### config.mk
export PLATFORM = sky130hd
export DESIGN_NAME = quire_bank_writer
export DESIGN_NICKNAME = d
export VERILOG_FILES = /design/src/rtl/quire_pkg.sv /design/src/rtl/quire_split.sv /design/src/rtl/quire_bank_writer.sv
export SDC_FILE = /design/constraint.sdc
export NUM_CORES = 2
export LEC_CHECK = 0
export BUFFER_PORTS_ARGS = -buffer_cell sky130_fd_sc_hd__buf_2
export CAP_MARGIN = 0
export CORE_ASPECT_RATIO = 0.5
export CORE_MARGIN = 4
export CORE_UTILIZATION = 40
export CTS_CLUSTER_SIZE = 8
export DETAILED_ROUTE_END_ITERATION = 8
export GPL_ROUTABILITY_DRIVEN = 0
export PLACE_DENSITY = 0.55
export SETUP_SLACK_MARGIN = 0.05
export SYNTH_ARGS = -nofsm -noshare
export SYNTH_HDL_FRONTEND = slang
export SYNTH_SLANG_ARGS = --single-unit
### constraint.sdc
create_clock -name clk -period 6.3 [get_ports clk]
set_clock_uncertainty 0.05 [all_clocks]
set_input_delay 0.315 -clock clk [delete_from_list [all_inputs] [get_ports clk]]
set_output_delay 0.315 -clock clk [all_outputs]
set_load 0.01 [all_outputs]
### src/rtl/quire_pkg.sv
// Quire geometry and FSM encoding shared by the bank writer and its splitter.
// Eight 80-bit entries: 64 data bits plus 16 carry-guard bits each.
package quire_pkg;
    localparam int QUIRE_BLOCKS = 8;
    localparam int BLK_W        = 64;
    localparam int GUARD_W      = 16;
    localparam int ENTRY_W      = 80;
    localparam int BANK_ADR_W   = 2;
    localparam int SHIFT_W      = 9;
    localparam int CNT_W        = 15;

    typedef logic [ENTRY_W-1:0]    entry_t;
    typedef logic [BANK_ADR_W-1:0] badr_t;

    typedef enum logic [1:0] {
        ST_CLEAR,
        ST_ACC,
        ST_DRAIN,
        ST_DONE
    } state_t;
endpackage

### src/rtl/quire_split.sv
// Shifts a product into quire position, splits it across the two banks
// and applies the sign; flags a nonzero high part that falls off block 7.
module quire_split
    import quire_pkg::*;
(
    input  logic               i_sign,
    input  logic [BLK_W-1:0]   i_frac,
    input  logic [SHIFT_W-1:0] i_shift,
    output entry_t             o_part_even,
    output entry_t             o_part_odd,
    output badr_t              o_adr_even,
    output badr_t              o_adr_odd,
    output logic               o_en_even,
    output logic               o_en_odd,
    output logic               o_drop
);
    logic [2:0]         w_b;
    logic [5:0]         w_off;
    logic [2*BLK_W-1:0] w_sh;
    entry_t             w_lo_mag;
    entry_t             w_hi_mag;
    entry_t             w_lo;
    entry_t             w_hi;

    assign w_b      = i_shift[8:6];
    assign w_off    = i_shift[5:0];
    assign w_sh     = {{BLK_W{1'b0}}, i_frac} << w_off;
    assign w_lo_mag = {{GUARD_W{1'b0}}, w_sh[BLK_W-1:0]};
    assign w_hi_mag = {{GUARD_W{1'b0}}, w_sh[2*BLK_W-1:BLK_W]};
    assign w_lo     = i_sign ? (ENTRY_W'(0) - w_lo_mag) : w_lo_mag;
    assign w_hi     = i_sign ? (ENTRY_W'(0) - w_hi_mag) : w_hi_mag;

    always_comb begin
        o_part_even = w_lo;
        o_part_odd  = w_hi;
        o_adr_even  = w_b[2:1];
        o_adr_odd   = w_b[2:1];
        o_en_even   = 1'b1;
        o_en_odd    = 1'b1;
        o_drop      = 1'b0;
        if (w_b[0]) begin
            o_part_odd  = w_lo;
            o_part_even = w_hi;
            o_adr_even  = w_b[2:1] + 2'd1;
            // block 7 has no block above it
            o_en_even   = (w_b != 3'd7);
            o_drop      = (w_b == 3'd7) && (w_hi_mag != '0);
        end
    end
endmodule

### src/rtl/quire_bank_writer.sv
// Write side of the banked quire: clear, pipelined read-modify-write
// accumulation with write forwarding, and completion signalling.
module quire_bank_writer
    import quire_pkg::*;
(
    input  logic               clk,
    input  logic               rst_n,
    input  logic               in_valid,
    output logic               in_ready,
    input  logic               in_sign,
    input  logic [BLK_W-1:0]   in_frac,
    input  logic [SHIFT_W-1:0] in_shift,
    input  logic               in_last,
    input  logic               clr,
    output badr_t              rd_adr_even,
    output badr_t              rd_adr_odd,
    input  entry_t             rd_data_even,
    input  entry_t             rd_data_odd,
    output logic               wr_en_even,
    output logic               wr_en_odd,
    output badr_t              wr_adr_even,
    output badr_t              wr_adr_odd,
    output entry_t             wr_data_even,
    output entry_t             wr_data_odd,
    output logic               acc_done,
    output logic               ovf
);
    localparam logic [CNT_W-1:0] CNT_SAT = '1;

    state_t           r_state, w_state_nx;
    logic [2:0]       r_clr_cnt;
    logic [CNT_W-1:0] r_acc_cnt;
    logic             r_ovf;

    logic   r_s0_vld, r_s0_en_e, r_s0_en_o;
    entry_t r_s0_part_e, r_s0_part_o;
    badr_t  r_s0_adr_e, r_s0_adr_o;
    logic   r_s1_vld, r_s1_en_e, r_s1_en_o;
    entry_t r_s1_part_e, r_s1_part_o;
    badr_t  r_s1_adr_e, r_s1_adr_o;
    logic   r_wr_en_e, r_wr_en_o;
    badr_t  r_wr_adr_e, r_wr_adr_o;
    entry_t r_wr_data_e, r_wr_data_o;
    logic   r_s4_en_e, r_s4_en_o;
    badr_t  r_s4_adr_e, r_s4_adr_o;
    entry_t r_s4_data_e, r_s4_data_o;

    entry_t w_part_e, w_part_o, w_old_e, w_old_o;
    badr_t  w_adr_e, w_adr_o;
    logic   w_en_e, w_en_o, w_drop;
    logic   w_accept, w_in_clr, w_clr_wr;

    quire_split u_split (
        .i_sign     (in_sign),
        .i_frac     (in_frac),
        .i_shift    (in_shift),
        .o_part_even(w_part_e),
        .o_part_odd (w_part_o),
        .o_adr_even (w_adr_e),
        .o_adr_odd  (w_adr_o),
        .o_en_even  (w_en_e),
        .o_en_odd   (w_en_o),
        .o_drop     (w_drop)
    );

    assign w_in_clr = (r_state == ST_CLEAR);
    assign w_clr_wr = w_in_clr && !r_clr_cnt[2];
    assign w_accept = in_valid && (r_state == ST_ACC);

    always_comb begin
        w_state_nx = r_state;
        unique case (r_state)
            ST_CLEAR: if (r_clr_cnt == 3'd4) w_state_nx = ST_ACC;
            ST_ACC:   if (w_accept && in_last) w_state_nx = ST_DRAIN;
            ST_DRAIN: if (!r_s0_vld && !r_s1_vld) w_state_nx = ST_DONE;
            ST_DONE:  if (clr) w_state_nx = ST_CLEAR;
            default:  w_state_nx = ST_CLEAR;
        endcase
    end

    always_ff @(posedge clk or negedge rst_n) begin
        if (!rst_n) begin
            r_state   <= ST_CLEAR;
            r_clr_cnt <= '0;
            r_acc_cnt <= '0;
            r_ovf     <= 1'b0;
        end else begin
            r_state   <= w_state_nx;
            r_clr_cnt <= w_in_clr ? r_clr_cnt + 3'd1 : 3'd0;
            if (w_in_clr) begin
                r_acc_cnt <= '0;
                r_ovf     <= 1'b0;
            end else if (w_accept) begin
                if (r_acc_cnt != CNT_SAT) r_acc_cnt <= r_acc_cnt + 1'b1;
                if (w_drop || r_acc_cnt >= CNT_SAT - 1'b1) r_ovf <= 1'b1;
            end
        end
    end

    // newest in-flight write wins over the one just retired, then the bank
    always_comb begin
        w_old_e = rd_data_even;
        w_old_o = rd_data_odd;
        if (r_wr_en_e && r_wr_adr_e == r_s1_adr_e)      w_old_e = r_wr_data_e;
        else if (r_s4_en_e && r_s4_adr_e == r_s1_adr_e) w_old_e = r_s4_data_e;
        if (r_wr_en_o && r_wr_adr_o == r_s1_adr_o)      w_old_o = r_wr_data_o;
        else if (r_s4_en_o && r_s4_adr_o == r_s1_adr_o) w_old_o = r_s4_data_o;
    end

    always_ff @(posedge clk or negedge rst_n) begin
        if (!rst_n) begin
            r_s0_vld <= 1'b0; r_s0_en_e <= 1'b0; r_s0_en_o <= 1'b0;
            r_s0_part_e <= '0; r_s0_part_o <= '0;
            r_s0_adr_e <= '0; r_s0_adr_o <= '0;
            r_s1_vld <= 1'b0; r_s1_en_e <= 1'b0; r_s1_en_o <= 1'b0;
            r_s1_part_e <= '0; r_s1_part_o <= '0;
            r_s1_adr_e <= '0; r_s1_adr_o <= '0;
            r_wr_en_e <= 1'b0; r_wr_en_o <= 1'b0;
            r_wr_adr_e <= '0; r_wr_adr_o <= '0;
            r_wr_data_e <= '0; r_wr_data_o <= '0;
            r_s4_en_e <= 1'b0; r_s4_en_o <= 1'b0;
            r_s4_adr_e <= '0; r_s4_adr_o <= '0;
            r_s4_data_e <= '0; r_s4_data_o <= '0;
        end else begin
            r_s0_vld <= w_accept;
            if (w_accept) begin
                r_s0_en_e <= w_en_e; r_s0_en_o <= w_en_o;
                r_s0_part_e <= w_part_e; r_s0_part_o <= w_part_o;
                r_s0_adr_e <= w_adr_e; r_s0_adr_o <= w_adr_o;
            end
            r_s1_vld <= r_s0_vld && !w_in_clr;
            r_s1_en_e <= r_s0_en_e; r_s1_en_o <= r_s0_en_o;
            r_s1_part_e <= r_s0_part_e; r_s1_part_o <= r_s0_part_o;
            r_s1_adr_e <= r_s0_adr_e; r_s1_adr_o <= r_s0_adr_o;
            if (w_clr_wr) begin
                r_wr_en_e <= 1'b1; r_wr_en_o <= 1'b1;
                r_wr_adr_e <= r_clr_cnt[1:0]; r_wr_adr_o <= r_clr_cnt[1:0];
                r_wr_data_e <= '0; r_wr_data_o <= '0;
            end else begin
                r_wr_en_e <= r_s1_vld && r_s1_en_e && !w_in_clr;
                r_wr_en_o <= r_s1_vld && r_s1_en_o && !w_in_clr;
                r_wr_adr_e <= r_s1_adr_e; r_wr_adr_o <= r_s1_adr_o;
                r_wr_data_e <= w_old_e + r_s1_part_e;
                r_wr_data_o <= w_old_o + r_s1_part_o;
            end
            r_s4_en_e <= r_wr_en_e; r_s4_en_o <= r_wr_en_o;
            r_s4_adr_e <= r_wr_adr_e; r_s4_adr_o <= r_wr_adr_o;
            r_s4_data_e <= r_wr_data_e; r_s4_data_o <= r_wr_data_o;
        end
    end

    assign in_ready     = (r_state == ST_ACC);
    assign acc_done     = (r_state == ST_DONE);
    assign ovf          = r_ovf;
    assign rd_adr_even  = r_s0_adr_e;
    assign rd_adr_odd   = r_s0_adr_o;
    assign wr_en_even   = r_wr_en_e;
    assign wr_en_odd    = r_wr_en_o;
    assign wr_adr_even  = r_wr_adr_e;
    assign wr_adr_odd   = r_wr_adr_o;
    assign wr_data_even = r_wr_data_e;
    assign wr_data_odd  = r_wr_data_o;
endmodule
# Word level (Yosys, flattened, before mapping)
# Cells that the tools add are included.
dict set report classes {
  add_sub_neg 7
  n_reduce_logical 27
  eq_ne 15
  order_cmp 1
  n_shift 1
  muxes 29
}
# cell n
set op_table {}
lappend op_table {{80-bit 2-to-1 mux} 10}
lappend op_table {{80-bit adder} 2}
lappend op_table {{1-bit by 64-bit subtractor with 65-bit output, first input constant} 2}
lappend op_table {{64-bit by 6-bit << shifter with 128-bit output} 1}
lappend op_table {{80-bit nonzero test} 1}
lappend op_table {{15-bit 2-to-1 mux} 3}
lappend op_table {{15-bit by 1-bit adder with 15-bit output, second input constant} 1}
lappend op_table {{15-bit >= comparator, second input constant} 1}
lappend op_table {{15-bit != test, second input constant} 1}
lappend op_table {{1-bit logical AND} 14}
lappend op_table {{2-bit 2-to-1 mux} 7}
lappend op_table {{2-bit == test} 4}
lappend op_table {{2-bit one-hot mux with 4 select lines} 1}
lappend op_table {{1-bit 2-to-1 mux} 7}
lappend op_table {{3-bit == test, second input constant} 2}
lappend op_table {{2-bit nonzero test} 3}
lappend op_table {{2-bit == test, second input constant} 2}
lappend op_table {{1-bit logical NOT} 4}
lappend op_table {{2-bit by 1-bit != test with 1-bit output, second input constant} 2}
lappend op_table {{2-bit != test, second input constant} 2}
lappend op_table {{2-bit AND reduction} 2}
lappend op_table {{4-bit AND reduction} 1}
lappend op_table {{3-bit by 1-bit adder with 3-bit output, second input constant} 1}
lappend op_table {{3-bit 2-to-1 mux} 1}
lappend op_table {{5 further kinds} 5}
dict set report totals {
  reg_bits 687
  wordCells 110
  in_bits 239
}

# Longest topological paths before layout
dict set report depth {
  depth_word 8
  ltp_mapped 21
}

# Modules after synthesis
# Synthesis repeated with hierarchy kept, for this count alone.
dict set report hier_totals {
  hier_cells 5479
  hier_area_um2 47130.2
}
# mod instances cells_per_inst seq_area_each_um2 area_each_um2
set modules_own_cells {}
lappend modules_own_cells {quire_bank_writer 1 3618 17191.5 33983.8}
lappend modules_own_cells {quire_split 1 1861 0.0 13146.4}

# Worst setup path after synthesis
# OpenSTA, ideal clock, no wires.
dict set report synth_path {
  path_kind {input -> register}
  startpoint {in in_shift[4]}
  endpoint {reg r_s0_part_o[78]}
  arrival_time_ns 4.829
  slack_ns 1.299
  n_path_buf 9
  cell_stages 19
  path_cell_list {clkbuf_1 > clkbuf_1 > buf_1 > clkbuf_1 > clkbuf_1 > buf_1 > clkbuf_1 > buf_1 > buf_1 > nand3_1 > o21ai_0 > ha_1 > o311a_1 > nand4_2 > nor2_1 > nand3b_1 > or4_1 > o2111ai_1 > nand2_1}
}
dict set report synth_between {
  elab_chain_len 4
}
# element line_no
set synth_rtl {}
lappend synth_rtl {{start, declared} quire_bank_writer.sv:12} ;# input logic [SHIFT_W-1:0] in_shift,
lappend synth_rtl {{64-bit by 6-bit << shifter with 128-bit output (*)} quire_split.sv:27} ;# assign w_sh = {{BLK_W{1'b0}}, i_frac} << w_off;
lappend synth_rtl {{1-bit by 64-bit subtractor with 65-bit output (on tied branches)} {quire_split.sv:31, quire_split.sv:30}}
lappend synth_rtl {{80-bit 2-to-1 mux (on tied branches)} {quire_split.sv:31, quire_split.sv:30}}
lappend synth_rtl {{80-bit 2-to-1 mux (*)} quire_split.sv:41} ;# if (w_b[0]) begin
lappend synth_rtl {{end signal, assigned} quire_bank_writer.sv:128} ;# r_s0_part_e <= w_part_e; r_s0_part_o <= w_part_o;
lappend synth_rtl {{end, declared} quire_bank_writer.sv:36} ;# entry_t r_s0_part_e, r_s0_part_o;
# Mark *: on every way between the ends. The rest lies on a longest branch, timed or not.
# A chain may end at the register's enable or synchronous reset.

# Worst setup path after layout
dict set report layout_path {
  startpoint {reg r_s1_adr_e[0]}
  endpoint {reg r_wr_data_e[71] (netlist: wr_data_even[71])}
}
dict set report layout_between {
  elab_chain_len 6
}
# element line_no
set layout_rtl {}
lappend layout_rtl {{start, declared} quire_bank_writer.sv:40} ;# badr_t r_s1_adr_e, r_s1_adr_o;
lappend layout_rtl {{start signal, assigned} quire_bank_writer.sv:134} ;# r_s1_adr_e <= r_s0_adr_e; r_s1_adr_o <= r_s0_adr_o;
lappend layout_rtl {{2-bit == test} quire_bank_writer.sv:105} ;# else if (r_s4_en_e && r_s4_adr_e == r_s1_adr_e) w_old_e = r_s4_data_e;
lappend layout_rtl {{1-bit logical AND} quire_bank_writer.sv:105}
lappend layout_rtl {{80-bit 2-to-1 mux} quire_bank_writer.sv:105}
lappend layout_rtl {{80-bit 2-to-1 mux (*)} quire_bank_writer.sv:104} ;# if (r_wr_en_e && r_wr_adr_e == r_s1_adr_e) w_old_e = r_wr_data_e;
lappend layout_rtl {{80-bit adder (*)} quire_bank_writer.sv:143} ;# r_wr_data_e <= w_old_e + r_s1_part_e;
lappend layout_rtl {{80-bit 2-to-1 mux (*)} quire_bank_writer.sv:135} ;# if (w_clr_wr) begin
lappend layout_rtl {{end signal, assigned} quire_bank_writer.sv:143}
lappend layout_rtl {{end, declared} quire_bank_writer.sv:43} ;# entry_t r_wr_data_e, r_wr_data_o;
# Marked as above.

==> flow_summary.yaml <==
synthesis:
  synth-warning-count: 0
  post_synth_instance_area_um2: 44300
  synth.distinct_cells: 101
  postSynthNetCount: 5312
  synth_seq_cells: 627
  syn_avg_cell_area_um2: 9.05
  synth_async_sr_flop_share_pct: 100
  synth_top_area_share_pct: 35.4
  synthTopCellsByCount: "dfrtp_1 (627), nor2_1 (582), a21oi_1 (463)"
  yosys_most_used_dff: "dfrtp_1"
  synthesis.instances: 4892
  post-synth-top-count-cell: "dfrtp_1"
  yosysTopAreaCell: "dfrtp_1"
  number_of_flops_mapped_to_enable_cells_by_yosys: 0
  synth-seq-area-share_pct: 35.4
  yosys-top-cells-area: "dfrtp_1 (35%), mux2i_1 (6.1%), mux4_2 (6.1%)"
sta:
  fin_worst_hold_slack_ns: 0.0736
  setup_repair_after_global_routing_missed_its_margin: "false"
  slew_viol_final: 0
  worst_pin_slew_ns: 1.11
  max_slew_margin_pct: 25.1
  part_of_the_cycle_the_worst_path_needs_pct: 89.7
  post-route-min-period_ns: 5.65
  fmax_mhz: 177
  finalSetupTns_ns: 0
  setup-violations-final: 0
  finalHoldViolCount: 0
pwr:
  vdd.ir_drop.worst_v: 0.000290
  p_leak_nw: 23.4
  power-per-cell-area_nw_per_um2: 597
clock_network:
  cts_num_sinks: 627
  cts_htree_levels: 3
  postCtsHoldBufs: 3
  worstSkewPairLatency_ns: 0.63
  cts_inserted_buffers: 88
  cts.repair.resized: 0
  clock_tree_buf_depth: 3
  cts.root.buffer_cell: "clkbuf_16"
  clock_pin_slew_reported_for_the_worst_setup_and_hold_paths_after_clock_tree_synthesis_ns: 0.05
  post-cts-setup-buffer-count: 0
  cts_tree: "done"
grt:
  track_usage_pct: 28.8
  antenna_found_initial: 18
  global_route.overflow_total: 0
  global_route_wire_length_before_repair_um: 258000
  grt_start_max_net_pins: 176
  grt_pass1_vias: 39100
critical_path:
  cp_slowest_cell: "nor4_1"
  critical_path_required_ns: 6.73
  cp_data_arrival_time_ns: 6.08
  cells_along_the_critical_path: "xnor2_1 -> nand3_4 -> buf_12 -> mux2i_1 -> a21oi_1 -> ha_1 -> nand2_1 -> nor4_1 -> nand2_1 -> or4_1 -> a31o_2 -> o31a_1 -> o21ai_0 -> a21boi_0 -> o21ai_0 -> xnor2_1 -> nor2_1"
  setup.worst_path.class: "flop to flop"
  worstSetupStartpointType: "flop"
  cpLargestDelayFamily: "simple AND/OR/NAND/NOR gates"
  critical_path_buf_inv_count: 1
  critical_path_peak_fanout: 74
  end_kind: "flop"
  crit_path_max_cell_delay_ns: 0.61
route:
  wl_per_cell_um: 26.0
  dr_pass1_iterations: 9
  totalWireLength_um: 174000
  drc: 0
  viasPerCell: 6.18
  route.vias.total: 41300
  route.antenna.remaining_nets: 0
  initial_drc_count: 5432
final_layout:
  multi_input_comb_area_um2: 27000
  post_route_cells_drive_above_1_share_pct: 17.6
  nFillCells: 10500
  area_growth_syn_to_layout_pct: 13.6
  nNetsFinal: 5615
  final_core_utilization_pct: 46.3
  area.sequential_um2: 15700
die:
  coreArea_um2: 109000
  initial_core_util_pct: 40.8
  io-pin-count: 412
  fp-row-count: 85
  dieWidth_um: 479
  chipHeight_um: 243
  design.die.area_um2: 116000
place:
  dpl.hpwl_um: 136000
  place.port_buffers: 411
run_status:
  run_status: "finished, final reports clean"
worst_hold_path:
  min_path_type: "input pin to flop"
flow_run:
  cap_viol_max_count: 0
-- per-layer routing --
metal / vias to the layer above / global-route usage, % / part of all wire [%]
li1: 18500 / - / -
met1: 20200 / 42.1 / 44
met2: 2232 / 42.6 / 42
met3: 364 / 5.72 / 9.5
met4: 4 / 9.72 / 3.8
met5: - / 0 / 0.016
-- cells by family (layout without fill, tap and decap cells) --
family / Yosys count / count (layout) / share of synthesized area (%)
buffers and inverters: 403 / 711 / 3.71
xor gates and xnor gates: 272 / 272 / 5.38
muxes: 485 / 485 / 14.6
adders and majority gates: 181 / 181 / 5.15
AOI/OAI and AO/OA: 1430 / 1430 / 20.6
DFF: 627 / 627 / 35.4
and+or+nand+nor: 1494 / 1494 / 15.2
other: 0 / 5 / 0
-- worst min-delay path, delay by kind of cell --
kind                   cells  cell delay, ns
AO/OA/AOI/OAI              2            0.18
AND/OR/NAND/NOR            1            0.07
buffers and inverters      2            0.14
-- per-stage QoR --
| stage | instances | worst slack (ns) | instance area, µm² | total power [mW] |
|---|---|---|---|---|
| after floorplan | 4892 | 1.30 | 44300 | 19.9 |
| after global placement | 6581 | 0.807 | 48000 | 25.4 |
| after detailed placement | 6581 | 0.757 | 48000 | 25.6 |
| after CTS | 6679 | 0.735 | 50300 | 29.9 |
| after global routing | 6679 | 0.172 | 50300 | 32.3 |
| final | 6684 | 0.651 | 50300 | 30.0 |
-- sequential cells by signal (all words and copies together) (netlist names), 3 cells and up --
register	count
r_acc_cnt	15
r_clr_cnt	3
r_s0_part_e	65
r_s0_part_o	65
r_s1_part_e	65
r_s1_part_o	65
r_s4_data_e	80
r_s4_data_o	80
wr_data_even	80
wr_data_odd	80
-- layout make-up --
cell class                 count  share of cell area (%)
inverter                      71                   0.530
clock buffer                  91                    4.44
tap                         1479                    3.68
timing repair buffer         545                    6.31
multi-input combinational   3862                    53.7
antenna                        5                  0.0249
sequential                   627                    31.2
clock inverter                 4                  0.0920
-- path summary, 6_finish.rpt --
| check | startpoint | end | slack [ns] | depth (start not counted) |
|---|---|---|---|---|
| setup / recovery | r_s1_adr_e[0]$_DFF_PN0_ | wr_data_even[71]$_DFF_PN0_ | 0.65 | 17 |
| hold / removal | clr | r_state[1]$_DFFE_PN0P_ | 0.07 | 5 |
| setup reg to reg | r_s1_adr_e[0]$_DFF_PN0_ | wr_data_even[71]$_DFF_PN0_ | 0.65 | 17 |
| hold reg to reg | r_s0_en_o$_DFFE_PN0P_ | r_s1_en_o$_DFF_PN0_ | 0.31 | 0 |
| max in group asynchronous | rst_n | r_state[0]$_DFFE_PN0P_ | 4.30 | 3 |
| min in group asynchronous | rst_n | r_s4_data_e[26]$_DFF_PN0_ | 0.29 | 2 |
-- layout by cell type, fill, tap and decap left out, drive strengths merged, types with 119 or more instances in the layout --
| master | netlist | routed |
|---|---|---|
| xnor2 | 159 | 159 |
| ha | 179 | 179 |
| nand2 | 458 | 458 |
| buf | 99 | 541 |
| a21o | 119 | 119 |
| dfrtp | 627 | 627 |
| a21oi | 463 | 463 |
| nor2 | 582 | 582 |
| mux4 | 119 | 119 |
| mux2i | 269 | 269 |
| o21ai | 314 | 314 |
-- power by group --
group | total [mW] | switching, mW | internal, mW
Sequential | 7.44 | 1.47 | 5.97
Combinational | 18.4 | 11.4 | 7.03
Clock | 4.16 | 1.69 | 2.47
No activity file was read; power rests on OpenSTA's default activity.
